### config.mk
export PLATFORM = sky130hd
export DESIGN_NAME = up_down_counter
export DESIGN_NICKNAME = d
export VERILOG_FILES = /design/src/rtl/up_down_counter.sv
export SDC_FILE = /design/constraint.sdc
export NUM_CORES = 1
export LEC_CHECK = 0
export ABC_AREA = 1
export BUFFER_PORTS_ARGS = -buffer_cell sky130_fd_sc_hd__clkbuf_2
export CORE_AREA = 10 10 47 49
export DETAILED_ROUTE_END_ITERATION = 12
export DIE_AREA = 0 0 57 59
export PLACE_DENSITY_LB_ADDON = 0.25
export SYNTH_ARGS = -nofsm -noshare
export SYNTH_HDL_FRONTEND = slang
export SYNTH_SLANG_ARGS = --single-unit
### constraint.sdc
create_clock -name clk -period 1.6 [get_ports clk]
set_input_delay 0.32 -clock clk [delete_from_list [all_inputs] [get_ports clk]]
set_output_delay 0.32 -clock clk [all_outputs]
set_load 0.03 [all_outputs]
### src/rtl/up_down_counter.sv
// Loadable, enable-gated up/down counter with registered output.
// WRAP selects modulo wrap-around (1) or saturation at 0 / all-ones (0).
module up_down_counter #(
  parameter int WIDTH = 4,
  parameter bit WRAP  = 1'b1
) (
  input  logic             clk,
  input  logic             reset,
  input  logic             enable,
  input  logic             set,
  input  logic [WIDTH-1:0] set_value,
  input  logic             up_down,
  output logic [WIDTH-1:0] count
);

  localparam logic [WIDTH-1:0] MAX = {WIDTH{1'b1}};
  localparam logic [WIDTH-1:0] ONE = WIDTH'(1);

  logic at_max, at_min;
  assign at_max = (count == MAX);
  assign at_min = (count == '0);

  // Priority: reset, load, step; saturation only blocks the step itself.
  always_ff @(posedge clk) begin
    if (!reset)
      count <= '0;
    else if (set)
      count <= set_value;
    else if (enable) begin
      if (up_down) begin
        if (WRAP || !at_max) count <= count + ONE;
      end else begin
        if (WRAP || !at_min) count <= count - ONE;
      end
    end
  end

endmodule

== After elaboration in Yosys (flattened, before gate mapping) ==
Index checks and enable logic that the tools add are counted.
Cells by class
  reductions and logical operators: 1
  $add $sub $neg: 2
  $mul: 0
  order comparisons: 0
  div/mod/pow operators: 0
  shift operators: 0
  muxes and demuxes: 3
  bitwise operators: 0
  eq/ne operators: 0
Operator list (number)
  $mux 4: 3
  $add 4x1->4 const B: 1
  $sub 4x1->4 const B: 1
  $reduce_bool 2->1: 1
Word-level totals
  bits of input ports: 9
  memory bits (read-only): 0
  output and inout bits: 4
  memories kept: 0
  bits in latches: 0
  register bits after elaboration: 4
  logic and storage cells: 7
  memory bits (writable): 0

== Longest topological paths before layout ==
  depth in word-level cells: 4
  gate-level depth with buffers: 8
  gate-level depth less buffers: 8

== Worst setup path before layout ==
No wires, ideal clock.
  kind: reg-to-reg
  start point: register count[2]
  end point: register count[3]
  cell stages (with the launch flop): 7
  period minus slack after synthesis: 1353 ps
  data arrival time: 1233 ps
  buffers on the path: 0
  path slack: 247 ps
  data required time: 1480 ps
  library setup time: 120 ps
  path through: dfxtp_1 -> ha_1 -> or2_1 -> nand2_1 -> nand2_1 -> nand3_1 -> a21oi_1
On the way
  cells in the longest elaborated chain, start to end: 4
  elaborated cells on any way between the ends: 5
  classes of those cells: 2 x add/sub; 3 x mux
RTL lines
  from (decl): RTL line 13  | output logic [WIDTH-1:0] count
  from (signal assigned): RTL line 28  | count <= set_value;
  from (signal assigned): RTL line 31  | if (WRAP || !at_max) count <= count + ONE;
  from (signal assigned): RTL line 33  | if (WRAP || !at_min) count <= count - ONE;
  $sub 4x1->4 or $add 4x1->4 (tied branches): RTL line 33, 31
  $mux 4 *: RTL line 30  | if (up_down) begin
  $mux 4 *: RTL line 29  | else if (enable) begin
  $mux 4 *: RTL line 27  | else if (set)
Every way passes the cells marked *; elsewhere a longest branch is shown, timed or not. The select of a mux whose other input is x is not followed.
A chain may end at the register's enable or synchronous reset.

== Final worst setup path ==
  start point: register count[0]
  end point: output count[0]
No word-level cell between the ends.

==> results.md <==
- For this design the static power due to leakage is 0.228 nW.
- After routing the design area is 390 um^2.
- The critical register-to-register path startpoint is count[2].
- The maximum clock rate is 830 MHz.
- Summed over its instances, the top area cell type makes up 27.8% of the synthesized netlist area.
- The number of failing setup endpoints in the final timing report is 0.
- The first global-routing pass estimated 1150 um of wire.
- Summed over all layers, the global routing overflow is 0.
- Clock latency on the worst-skew pair, taken at its later pin, is 230 ps.
- The final core utilization is 27.9%.
- The worst path in the final design needs a cycle of 1200 ps, including I/O delays and setup.
- In the synthesized netlist the dominant register cell turns out to be sky130_fd_sc_hd__dfxtp_1.
- By count the netlist is led by sky130_fd_sc_hd__nand2_1 (17), sky130_fd_sc_hd__inv_1 (7), sky130_fd_sc_hd__dfxtp_1 (4), sky130_fd_sc_hd__nand3_1 (3).
- After detailed routing, the average wire length per cell comes to 9.12 um.
- Yosys instantiated no cell more often than sky130_fd_sc_hd__nand2_1.
- The data arrival time of the critical path is 880 ps.
- The clock skew is 0.525 ps.
- The run finished with clean final reports.
- The standard cell area after detailed placement is 368 um^2.
- The via count of the first global-routing pass is 310.
- Counting cells, the worst reg-to-reg path comes to 5.
- In this run the count of I/O pins placed on the die edge is 13.
- The maximum root-to-sink buffer count is 2.
- The CTS tree is done.
- Summing over every cut layer, the via total after detailed routing is 310.
- CTS built an H-tree with a depth of 1.
- The detailed-routing iteration count for the pre-antenna-repair pass is 2.
- CTS saw 4 sinks.
- From left edge to right edge, the die measures 57 um.
- Along the worst hold path, the cell count comes to 3.
- STA classifies the critical path endpoint as an output pin.
- The row count is 14.
- The largest voltage drop on the vdd net is 0.352 mV.
- From synthesis to final layout, the design area changed by 35.7%.
- The worst register-to-register path ends at count[3].
- The final clock period utilization by the worst path is 75.3%.
- For the pin with the worst max-slew slack, the measured transition is 197 ps.
- After synthesis the netlist holds a flip-flop and latch count of 4.
- The signal on the critical path passes through clkbuf_2.
- The register with the most flip-flops in the layout has 4 of them.
- The setup TNS is 0 ps.
- The mapped cell area is 288 um^2.
- The initial utilization of the core area, before any placement, comes to 20.5%.
- The detailed router finished its first iteration with 3 violations.
- In the synthesized netlist the async set-or-reset flop fraction comes to 0%.
- The startpoint identified for the worst hold timing path is reset.
- The global router's overall resource usage is 4.32%.
- The kind of launch point of the worst setup path is a flop.
- Of all nets on the critical path, the largest fanout is 5.
- The net count of the finished layout is 73.
- The cell with the largest stage delay on the worst path is sky130_fd_sc_hd__dfxtp_1.
- After detailed routing, the number of remaining DRC violations is 0.
- The largest area contributor in the synthesized netlist is sky130_fd_sc_hd__dfxtp_1.
- Buffers placed on the I/O ports in this run total 12.
- The floorplan step defined a die boundary enclosing 3360 um^2.
- The clock input transition at the sequential cells of the worst setup and hold paths is 30 ps.
- Averaged over all synthesized cells, the footprint is 6.54 um^2.
- The number of standard cells after synthesis is 44.
- Sorting the synthesized cells by area gives the leading types as sky130_fd_sc_hd__dfxtp_1 (28%), sky130_fd_sc_hd__nand2_1 (22%), sky130_fd_sc_hd__inv_1 (9.1%).
- The register containing the most flip-flops in the final layout is count.
- The final hold violation count came to 0.
- The post-cts repair resize count is 0.
- In this run the register-to-register setup slack is 400 ps.
- The total count of max-transition violations in the final report is 0.
- Routability-driven placement finished with a final weighted congestion of 0.747.
- The chip height is 59 um.
- The class of the worst hold path is primary input to flop.
- Summing the sequential cell areas from Yosys gives 27.8% of the chip area.
- After detailed routing, the total wire length is 684 um.
- 0 antenna diodes ended up in the layout.
- The largest registers in the layout are count x4.
- Counting the fill cells in the layout gives 171.
- Yosys mapped a number of flops with a built-in enable equal to 0.
- The number of antenna violations at the first check in global routing came to 0.
- The total area inside the core boundary comes to 1400 um^2.
- The cell at the root of the clock tree is sky130_fd_sc_hd__clkbuf_4.
- The post-synth net total is 56.
- Setup repair after global routing left no endpoint under its margin.
- The end point of the most critical hold path is count[1].
- The detailed-route vias per instance is 4.13.
- The count of warnings emitted by yosys is 0.
- The share of final-layout standard cells stronger than drive strength 1 is 27.1%.
- Entering global routing, the biggest net connects 8 pins.
- The number of different library cells used by synthesis comes to 15.
- The number of nets still failing antenna checks after routing is 0.
- The count of max-cap constraint violations is 0.
- The critical setup path kind is flop to output pin.
- Measured against its own limit, the worst slew margin works out to 86.8%.
- After legalization and detailed placement, the total HPWL measured 614 um.
- Broken down by cell family, the worst path's largest delay share belongs to flip-flops.
- Dividing total power by cell area gives a power density of 828 nW/um^2.
- Clock tree synthesis inserted a total of 3 buffers.
- The number of buffers and inverters on the critical path is 1.
- The number of buffers inserted by post-CTS setup repair is 0.
- At the worst endpoint, the required time is 1280 ps.
- On the worst path, the slowest cell contributes a delay of 410 ps.
- Hold repair after CTS inserted 0 buffers.
==> stage by stage <==
stage	setup WS, ps	hold WS, ps	power (mW)	cells
floorplan	247	418	0.178	44
global placement	173	507	0.208	72
detailed placement	168	502	0.208	72
CTS	383	314	0.332	75
global route	242	325	0.353	75
finish	395	316	0.323	75
==> worst min-delay path, stage by stage <==
cell                       delay (ps)
sky130_fd_sc_hd__clkbuf_2         100
sky130_fd_sc_hd__nand2_1           50
sky130_fd_sc_hd__inv_1             40
==> cell type report <==
cell class                      instances  area [um^2]  area share [%]
Clock buffer                            3         22.5            5.77
Multi-Input combinational cell         33          181            46.5
Inverter                                7         26.3            6.73
Sequential cell                         4         80.1            20.5
Tap cell                               16         20.0            5.13
Timing Repair Buffer                   12         60.1            15.4
==> worst max-delay path by stage <==
stage | endpoint | startpoint | cells past startpoint
6_report | count[0] | count[0] | 1
3_3_place_gp | count[3] | up_down | 7
4_1_cts | count[3] | count[2] | 5
2_1_floorplan | count[3] | count[2] | 6
5_1_grt | count[3] | count[2] | 5
3_5_place_dp | count[3] | up_down | 7
==> cell families after synthesis <==
family,Yosys count,share of synthesized area (%)
buffers and inverters,7,9.13
flip-flops,4,27.8
AO/OA/AOI/OAI,4,8.26
AND/OR/NAND/NOR,25,36.1
adder cells (fa/ha/maj),3,15.7
XOR/XNOR,1,3.04
==> per-layer routing <==
layer	up-vias	global-route usage (%)	wire (um)
li1	169	-	-
met1	133	3.08	246
met2	6	7.29	345
met3	2	2.58	81
met4	0	5.03	10
met5	-	0	0
==> power breakdown <==
group / leakage [nW] / internal (mW) / switching [mW]
sequential: 0.0331 / 0.108 / 0.00870
combinational: 0.181 / 0.0350 / 0.0532
clock: 0.0138 / 0.0834 / 0.0346
total: 0.228 / 0.227 / 0.0965
==> placed cells by master (no fill, tap or decap), drive strengths merged, types with 2 or more instances in the layout <==
cell type / n
nand3: 3
nor2: 3
clkbuf: 15
dfxtp: 4
nand2: 17
ha: 2
inv: 7
(Power assumes the default switching activity.)
